===== src/rtl/hazard_unit_if.sv =====
// ---------------------------------------------------------------------------
// hazard_unit_if
//   Bundles the pipeline-side hazard signals seen by hazard_unit.
//   Ports (all members are plain logic):
//     i_ifid_rs1_addr/i_ifid_rs2_addr  [AW]  source registers of IF/ID instr
//     i_ifid_uses_rs1/i_ifid_uses_rs2        IF/ID instr actually reads them
//     i_idex_rd_addr                   [AW]  destination of ID/EX instr
//     i_idex_mem_re, i_idex_valid            ID/EX instr is a live load
//     i_ex_mc_start, i_ex_mc_done            multi-cycle EX op handshake
//     i_ex_redirect                          EX resolves a control-flow change
//     o_* stall/flush controls, o_mc_timeout pulse, o_stall_cycles [CNT_W]
//   Modports: master = pipeline side, slave = hazard_unit.
// ---------------------------------------------------------------------------
interface hazard_unit_if #(
   parameter int AW    = 5,
   parameter int CNT_W = 32
);
   logic [AW-1:0]    i_ifid_rs1_addr;
   logic [AW-1:0]    i_ifid_rs2_addr;
   logic             i_ifid_uses_rs1;
   logic             i_ifid_uses_rs2;
   logic [AW-1:0]    i_idex_rd_addr;
   logic             i_idex_mem_re;
   logic             i_idex_valid;
   logic             i_ex_mc_start;
   logic             i_ex_mc_done;
   logic             i_ex_redirect;
   logic             o_pc_stall;
   logic             o_ifid_stall;
   logic             o_ifid_flush;
   logic             o_idex_stall;
   logic             o_idex_flush;
   logic             o_exmem_flush;
   logic             o_mc_timeout;
   logic [CNT_W-1:0] o_stall_cycles;

   modport master (
      output i_ifid_rs1_addr, i_ifid_rs2_addr, i_ifid_uses_rs1, i_ifid_uses_rs2,
             i_idex_rd_addr, i_idex_mem_re, i_idex_valid,
             i_ex_mc_start, i_ex_mc_done, i_ex_redirect,
      input  o_pc_stall, o_ifid_stall, o_ifid_flush, o_idex_stall, o_idex_flush,
             o_exmem_flush, o_mc_timeout, o_stall_cycles
   );

   modport slave (
      input  i_ifid_rs1_addr, i_ifid_rs2_addr, i_ifid_uses_rs1, i_ifid_uses_rs2,
             i_idex_rd_addr, i_idex_mem_re, i_idex_valid,
             i_ex_mc_start, i_ex_mc_done, i_ex_redirect,
      output o_pc_stall, o_ifid_stall, o_ifid_flush, o_idex_stall, o_idex_flush,
             o_exmem_flush, o_mc_timeout, o_stall_cycles
   );
endinterface


===== src/rtl/hazard_unit.sv =====
// ---------------------------------------------------------------------------
// hazard_unit
//   Stall/flush controller for hazards forwarding cannot cover: load-use RAW,
//   multi-cycle EX operations (with a watchdog) and EX-stage redirects.
//   Also keeps a saturating count of cycles in which the PC was held.
//   Ports:
//     i_clk  clock, all state on the rising edge
//     i_rst  synchronous active-high reset
//     bus    hazard_unit_if.slave carrying pipeline inputs and control outputs
//   Priority each cycle: redirect > multi-cycle > load-use.
// ---------------------------------------------------------------------------
module hazard_unit #(
   parameter int NUM_REGS   = 32,
   parameter int MC_TIMEOUT = 64,
   parameter int CNT_W      = 32
) (
   input logic          i_clk,
   input logic          i_rst,
   hazard_unit_if.slave bus
);
   localparam int AW  = $clog2(NUM_REGS);
   localparam int WDW = $clog2(MC_TIMEOUT + 1);

   typedef enum logic {
      RUN,
      MC_BUSY
   } state_t;

   state_t           state;
   logic [WDW-1:0]   watchdog;
   logic             timeout_q;
   logic [CNT_W-1:0] stall_cnt;

   logic load_use;
   logic start_mc;
   logic pc_stall, ifid_stall, ifid_flush, idex_stall, idex_flush, exmem_flush;

   // A load in ID/EX whose destination is read by the IF/ID instruction;
   // x0 is never a real dependency.
   assign load_use = bus.i_idex_valid && bus.i_idex_mem_re &&
                     (bus.i_idex_rd_addr != AW'(0)) &&
                     ((bus.i_ifid_uses_rs1 && (bus.i_ifid_rs1_addr == bus.i_idex_rd_addr)) ||
                      (bus.i_ifid_uses_rs2 && (bus.i_ifid_rs2_addr == bus.i_idex_rd_addr)));

   // Control outputs are combinational from state and inputs. The cycle right
   // after a watchdog abort (timeout_q) bubbles EX/MEM and ignores mc_start,
   // since the instruction still sitting in EX is the one being abandoned.
   always_comb begin
      pc_stall    = 1'b0;
      ifid_stall  = 1'b0;
      ifid_flush  = 1'b0;
      idex_stall  = 1'b0;
      idex_flush  = 1'b0;
      exmem_flush = 1'b0;
      start_mc    = 1'b0;
      if (!i_rst) begin
         if (state == MC_BUSY) begin
            if (!bus.i_ex_mc_done) begin
               pc_stall    = 1'b1;
               ifid_stall  = 1'b1;
               idex_stall  = 1'b1;
               exmem_flush = 1'b1;
            end
         end else begin
            if (timeout_q) begin
               exmem_flush = 1'b1;
            end
            if (bus.i_ex_redirect) begin
               ifid_flush = 1'b1;
               idex_flush = 1'b1;
            end else if (bus.i_ex_mc_start && !bus.i_ex_mc_done && !timeout_q) begin
               pc_stall    = 1'b1;
               ifid_stall  = 1'b1;
               idex_stall  = 1'b1;
               exmem_flush = 1'b1;
               start_mc    = 1'b1;
            end else if (load_use) begin
               pc_stall   = 1'b1;
               ifid_stall = 1'b1;
               idex_flush = 1'b1;
            end
         end
      end
   end

   // State, watchdog and stall counter. The watchdog holds the number of
   // stall cycles already spent on the current multi-cycle op; when the last
   // permitted cycle passes without done, the op is abandoned and a one-cycle
   // timeout pulse follows.
   always_ff @(posedge i_clk) begin
      if (i_rst) begin
         state     <= RUN;
         watchdog  <= '0;
         timeout_q <= 1'b0;
         stall_cnt <= '0;
      end else begin
         timeout_q <= 1'b0;
         if (pc_stall && (stall_cnt != {CNT_W{1'b1}})) begin
            stall_cnt <= stall_cnt + CNT_W'(1);
         end
         case (state)
            RUN: begin
               if (start_mc) begin
                  state    <= MC_BUSY;
                  watchdog <= WDW'(1);
               end
            end
            MC_BUSY: begin
               if (bus.i_ex_mc_done) begin
                  state    <= RUN;
                  watchdog <= '0;
               end else if (watchdog == WDW'(MC_TIMEOUT - 1)) begin
                  state     <= RUN;
                  watchdog  <= '0;
                  timeout_q <= 1'b1;
               end else begin
                  watchdog <= watchdog + WDW'(1);
               end
            end
            default: begin
               state    <= RUN;
               watchdog <= '0;
            end
         endcase
      end
   end

   assign bus.o_pc_stall     = pc_stall;
   assign bus.o_ifid_stall   = ifid_stall;
   assign bus.o_ifid_flush   = ifid_flush;
   assign bus.o_idex_stall   = idex_stall;
   assign bus.o_idex_flush   = idex_flush;
   assign bus.o_exmem_flush  = exmem_flush;
   assign bus.o_mc_timeout   = timeout_q && !i_rst;
   assign bus.o_stall_cycles = stall_cnt;
endmodule


===== src/flat_wrapper.sv =====
// flat-port wrapper written by rule: the top's interface ports become plain ports
module hazard_unit_flat 
#(
   parameter int NUM_REGS   = 32,
   parameter int MC_TIMEOUT = 64,
   parameter int CNT_W      = 32
)
  (i_clk, i_rst, bus_i_ifid_rs1_addr, bus_i_ifid_rs2_addr, bus_i_ifid_uses_rs1, bus_i_ifid_uses_rs2, bus_i_idex_rd_addr, bus_i_idex_mem_re, bus_i_idex_valid, bus_i_ex_mc_start, bus_i_ex_mc_done, bus_i_ex_redirect, bus_o_pc_stall, bus_o_ifid_stall, bus_o_ifid_flush, bus_o_idex_stall, bus_o_idex_flush, bus_o_exmem_flush, bus_o_mc_timeout, bus_o_stall_cycles);
  hazard_unit_if #(.AW((5)), .CNT_W(CNT_W)) bus_i ();
  input logic i_clk;
  input logic i_rst;
  input wire logic [$bits(bus_i.i_ifid_rs1_addr)-1:0] bus_i_ifid_rs1_addr;
  input wire logic [$bits(bus_i.i_ifid_rs2_addr)-1:0] bus_i_ifid_rs2_addr;
  input wire logic [$bits(bus_i.i_ifid_uses_rs1)-1:0] bus_i_ifid_uses_rs1;
  input wire logic [$bits(bus_i.i_ifid_uses_rs2)-1:0] bus_i_ifid_uses_rs2;
  input wire logic [$bits(bus_i.i_idex_rd_addr)-1:0] bus_i_idex_rd_addr;
  input wire logic [$bits(bus_i.i_idex_mem_re)-1:0] bus_i_idex_mem_re;
  input wire logic [$bits(bus_i.i_idex_valid)-1:0] bus_i_idex_valid;
  input wire logic [$bits(bus_i.i_ex_mc_start)-1:0] bus_i_ex_mc_start;
  input wire logic [$bits(bus_i.i_ex_mc_done)-1:0] bus_i_ex_mc_done;
  input wire logic [$bits(bus_i.i_ex_redirect)-1:0] bus_i_ex_redirect;
  output wire logic [$bits(bus_i.o_pc_stall)-1:0] bus_o_pc_stall;
  output wire logic [$bits(bus_i.o_ifid_stall)-1:0] bus_o_ifid_stall;
  output wire logic [$bits(bus_i.o_ifid_flush)-1:0] bus_o_ifid_flush;
  output wire logic [$bits(bus_i.o_idex_stall)-1:0] bus_o_idex_stall;
  output wire logic [$bits(bus_i.o_idex_flush)-1:0] bus_o_idex_flush;
  output wire logic [$bits(bus_i.o_exmem_flush)-1:0] bus_o_exmem_flush;
  output wire logic [$bits(bus_i.o_mc_timeout)-1:0] bus_o_mc_timeout;
  output wire logic [$bits(bus_i.o_stall_cycles)-1:0] bus_o_stall_cycles;
  assign bus_i.i_ifid_rs1_addr = bus_i_ifid_rs1_addr;
  assign bus_i.i_ifid_rs2_addr = bus_i_ifid_rs2_addr;
  assign bus_i.i_ifid_uses_rs1 = bus_i_ifid_uses_rs1;
  assign bus_i.i_ifid_uses_rs2 = bus_i_ifid_uses_rs2;
  assign bus_i.i_idex_rd_addr = bus_i_idex_rd_addr;
  assign bus_i.i_idex_mem_re = bus_i_idex_mem_re;
  assign bus_i.i_idex_valid = bus_i_idex_valid;
  assign bus_i.i_ex_mc_start = bus_i_ex_mc_start;
  assign bus_i.i_ex_mc_done = bus_i_ex_mc_done;
  assign bus_i.i_ex_redirect = bus_i_ex_redirect;
  assign bus_o_pc_stall = bus_i.o_pc_stall;
  assign bus_o_ifid_stall = bus_i.o_ifid_stall;
  assign bus_o_ifid_flush = bus_i.o_ifid_flush;
  assign bus_o_idex_stall = bus_i.o_idex_stall;
  assign bus_o_idex_flush = bus_i.o_idex_flush;
  assign bus_o_exmem_flush = bus_i.o_exmem_flush;
  assign bus_o_mc_timeout = bus_i.o_mc_timeout;
  assign bus_o_stall_cycles = bus_i.o_stall_cycles;
  hazard_unit #(.NUM_REGS(NUM_REGS), .MC_TIMEOUT(MC_TIMEOUT), .CNT_W(CNT_W)) u_core (.i_clk(i_clk), .i_rst(i_rst), .bus(bus_i));
endmodule

===== config.mk =====
export PLATFORM = sky130hd
export DESIGN_NAME = hazard_unit_flat
export DESIGN_NICKNAME = d
export VERILOG_FILES = /design/src/rtl/hazard_unit_if.sv /design/src/rtl/hazard_unit.sv /design/src/flat_wrapper.sv
export SDC_FILE = /design/constraint.sdc
export NUM_CORES = 1
export LEC_CHECK = 0
export CAP_MARGIN = 10
export CORE_MARGIN = 1.5
export CORE_UTILIZATION = 41
export DETAILED_ROUTE_END_ITERATION = 6
export PLACE_DENSITY = 0.7
export RECOVER_POWER = 100
export SLEW_MARGIN = 25
export SYNTH_ARGS = -nofsm -noshare
export SYNTH_HDL_FRONTEND = slang
export SYNTH_SLANG_ARGS = --single-unit

===== constraint.sdc =====
create_clock -name i_clk -period 4.4 [get_ports i_clk]
set_input_delay 0.66 -clock i_clk [delete_from_list [all_inputs] [get_ports i_clk]]
set_output_delay 0.66 -clock i_clk [all_outputs]
set_load 0.02 [all_outputs]

==> results.md <==
Status:
- The run finished with clean final reports.

Detailed routing:
- The pre-antenna-repair detailed-routing pass consisted of 4 iterations.
- Wires add up to 5429 um.
- The number of remaining DRC errors is 0.
- The DRC violation total after the first TritonRoute iteration is 157.
- The routed wire length per instance is about 13 um.
- In this run the remaining antenna-violating nets after routing total 0.
- Summing over every cut layer, the via total after detailed routing is 2364.
- In the routed layout, each cell is associated on average with a via count of 5.808.

Layout:
- The fraction of final layout cells sized beyond drive strength 1 is 4.478%.
- The number of antenna diodes in the final layout is 0.
- In the final design database the tool counted 360 nets.
- The relative area change from synthesis to final layout is 32.57%.

STA:
- The part of the cycle the worst path needs is 83.13%.
- Setup repair after global routing left no endpoint under its margin.
- The final number of setup-violating endpoints is 0.
- For the pin with the worst max-slew slack, the measured transition is about 1.2 ns.
- The relative max-transition margin is ~18%.
- The total count of max-transition violations in the final report came to 0.
- The worst path meets setup with about 0.74 ns of slack.
- Between clock sinks in the finished design, the worst skew comes to 0.01777 ns.
- The final-report hold violation count is 0.
- The aggregate negative setup slack is 0 ns.
- Timing would allow up to 0.2734 GHz.
- The final critical delay including setup and external delays is 3.658 ns.

Synthesis:
- The register area share after synthesis is a little over a third.
- The synthesized area per cell is ~8.2 sq um.
- The post-synthesis cell type count is 48.
- The synthesized netlist devotes around 1.1% of its cell area to adder and majority cells.
- After Yosys synthesis, and, or, nand and nor cells account for 29.74% of the synthesized area.
- The number of enable-type register cells in the synthesized netlist is 0.
- The number of instances in the synthesized netlist is ~280.
- The fraction of synthesized area in multiplexers is 0%.
- The number of warnings issued by yosys is 0.
- The synthesized netlist occupies a cell area of ~2300 sq um.
- After Yosys synthesis, XOR and XNOR cells account for ~4.6% of the synthesized area.
- The number of nets produced by synthesis is roughly 310.
- Summing the areas of all compound-gate instances in the mapped netlist gives between 20% and 30% of the synthesized area.
- By area, the combinational part of the netlist is dominated by simple AND/OR/NAND/NOR gates.
- Counting flops with an async set or reset pin after synthesis yields a share of 0%.
- Among all flip-flop cells after synthesis, the most frequent one is sky130_fd_sc_hd__dfxtp_1.
- In this run, synthesis produced a sequential element count of just over 40.

Clocking:
- The insertion delay to the later sink of the worst-skew pair is about 0.3 ns.
- The cts-stage hold buffer count is 0.
- In this run the clock root is driven by a sky130_fd_sc_hd__clkbuf_8.
- The post-CTS clock slew at the launch and capture registers of the worst setup and hold paths is about 0.080 ns.
- In this run the deepest clock path goes through 2 buffers.
- In this run the number of H-tree levels came out at 2.
- The number of gates given a new drive strength after cts is 0.
- The number of sinks driven by the clock tree is a little over 40.
- The number of buffers inserted during clock tree synthesis is 5.
- The clock tree from TritonCTS is built.
- The post-CTS setup buffer count is 0.

Place:
- Summed over all nets, the half-perimeter wirelength after detailed placement is a little under 4000 um.
- The count of buffers added on input and output ports is 62.
- The congestion estimate from routability-driven global placement came to ~0.76.
- The pre-CTS setup slack is just over 0.9 ns.

Critical path:
- The most repeated library cell on the critical path is sky130_fd_sc_hd__dlygate4sd3_1.
- The largest fanout on the critical path is 3.
- The nature of the critical path startpoint is a primary input.
- Counting cells, the worst reg-to-reg path comes to 5.
- The cell at the slowest stage of the critical path is sky130_fd_sc_hd__dlygate4sd3_1.
- STA classifies the critical path endpoint as a primary output.
- The type of the worst setup path is in -> out.
- The data required time at the worst endpoint is 3.74 ns.
- In this design, the stage delay of the slowest critical-path cell is 0.68 ns.
- The arrival time at the worst endpoint is 3.00 ns.
- The critical path goes through dlygate4sd3_1 > xor2_1 > nor4_2 > a32oi_1 > o31a_2 > inv_1 > dlygate4sd3_1.

Floorplanning:
- The initial utilization of the core area, before any placement, comes to between 40% and 50%.
- The area inside the core boundary is about 5500 sq um.
- The floorplan step defined a die boundary enclosing between 6000 and 7000 sq um.
- The number of top-level pins is 63.
- Measured along the x axis, the die boundary spans 77.92 um.
- Row generation in the floorplan step produced 27 rows.
- The die span in y is about 80 um.

Global route:
- The total grt overflow is 0.
- The first global-routing pass estimated between 9000 and 10000 um of wire.
- The number of antenna violations at the first check in global routing is 0.
- The via count of the first global-routing pass is 2216.
- The total global-route track usage is 19.05%.
- The maximum number of pins on one net before global-route repair is 64.

Pwr:
- The leakage power summed over all cells is 1.081 nW.
- In this run the power density over the cells is 245.4 nW/um^2.
- The largest voltage drop on the vdd net is ~0.00016 V.
- Power comes to around 750 uW.

Hold path:
- The path category of the worst min-delay check is reg -> reg.
- The hold path depth is 1.

Job:
- The max-capacitance violation count is 0.
[critical path, delay by kind of cell]
family                    cells  cell delay, ns
and+or+nand+nor               1            0.26
AOI/OAI and AO/OA             2            0.52
buffers and inverters         3            1.37
xor gates and xnor gates      1            0.18
[through the flow]
| step | cell area, sq um | cells | hold WS (ns) | util (%) |
|---|---|---|---|---|
| 2_1_floorplan | 2301 | 279 | 0.4160 | - |
| 3_3_place_gp | 2948 | 399 | 0.4389 | 53.86 |
| 3_5_place_dp | 2948 | 399 | 0.4368 | 53.86 |
| 4_1_cts | 3060 | 407 | 0.4702 | 55.92 |
| 5_1_grt | 3050 | 407 | 0.5049 | 55.74 |
| 6_report | 3050 | 407 | 0.4668 | 55.74 |
[cell families after synthesis]
group                      Yosys count
AOI/OAI and AO/OA                   84
buffers and inverters               25
xor gates and xnor gates            12
and+or+nand+nor                    115
DFF                                 41
adders and majority gates            2
[report_power, final]
part           switching [mW]  leakage [nW]  internal (mW)
clock                   0.137        0.0585          0.170
sequential            0.00228         0.330          0.372
combinational          0.0336         0.692         0.0332
total                   0.173          1.08          0.576
[flip-flops by register name (all words and copies together), names as in the netlist]
register,count
u_core.timeout_q,1
u_core.state,1
u_core.watchdog,7
u_core.bus.o_stall_cycles,32
[cells in the final DEF, fill, tap and decap left out, types with 5 or more instances in the layout]
cell	count
sky130_fd_sc_hd__o31ai_1	22
sky130_fd_sc_hd__clkbuf_8	5
sky130_fd_sc_hd__or4_1	24
sky130_fd_sc_hd__and3_1	7
sky130_fd_sc_hd__nand3_1	17
sky130_fd_sc_hd__nand4_1	9
sky130_fd_sc_hd__dlygate4sd3_1	42
sky130_fd_sc_hd__clkdlybuf4s50_1	20
sky130_fd_sc_hd__a21oi_1	31
sky130_fd_sc_hd__nor2_1	15
sky130_fd_sc_hd__inv_1	7
sky130_fd_sc_hd__dfxtp_1	41
sky130_fd_sc_hd__nand2_1	15
sky130_fd_sc_hd__or3_1	5
sky130_fd_sc_hd__xor2_1	9
sky130_fd_sc_hd__o21ai_0	8
[cells in the mapped netlist (4+ instances only)]
master                     instances  area [sq um]
sky130_fd_sc_hd__o311ai_0          4         35.03
sky130_fd_sc_hd__o31ai_1          22         165.2
sky130_fd_sc_hd__clkbuf_1         12         45.04
sky130_fd_sc_hd__or3_1             5         31.28
sky130_fd_sc_hd__dfxtp_1          41         820.8
sky130_fd_sc_hd__o21ai_0           9         45.04
sky130_fd_sc_hd__nand3_1          17         85.08
sky130_fd_sc_hd__a21oi_1          31         155.2
sky130_fd_sc_hd__or4_1            24         180.2
sky130_fd_sc_hd__xor2_1            9         78.83
sky130_fd_sc_hd__nand2_1          15         56.30
sky130_fd_sc_hd__nor2_1           15         56.30
sky130_fd_sc_hd__inv_1             7         26.28
sky130_fd_sc_hd__nand4_1           9         56.30
sky130_fd_sc_hd__and3_1            7         43.79
sky130_fd_sc_hd__and4_1            4         35.03
[path summary, 6_finish.rpt]
path	startpoint	end	slack, ns
worst max-delay path	bus_i_idex_rd_addr[4]	bus_o_pc_stall	0.74
worst min-delay path	u_core.watchdog[6]	u_core.timeout_q	0.47
worst max register to register	u_core.state	u_core.bus.o_stall_cycles[21]	1.81
worst min register to register	u_core.watchdog[6]	u_core.timeout_q	0.47
[cell type report]
class                           count  area [sq um]
Sequential cell                    41         820.8
Multi-Input combinational cell    213          1360
Tap cell                           72         90.09
Clock buffer                        5         68.82
Clock inverter                      3         43.79
Timing Repair Buffer               66         640.6
Fill cell                         550          2422
Inverter                            7         26.28
[layer usage]
layer	wire length, um	track usage [%]	part of all wire, %	vias to the layer above
met4	14	2.857	0.26	0
met2	2590	33.30	48	58
met1	2532	24.01	47	1101
met5	0	0	0	-
met3	291	4.824	5.4	4
li1	-	-	-	1201
(Power assumes the default switching activity.)
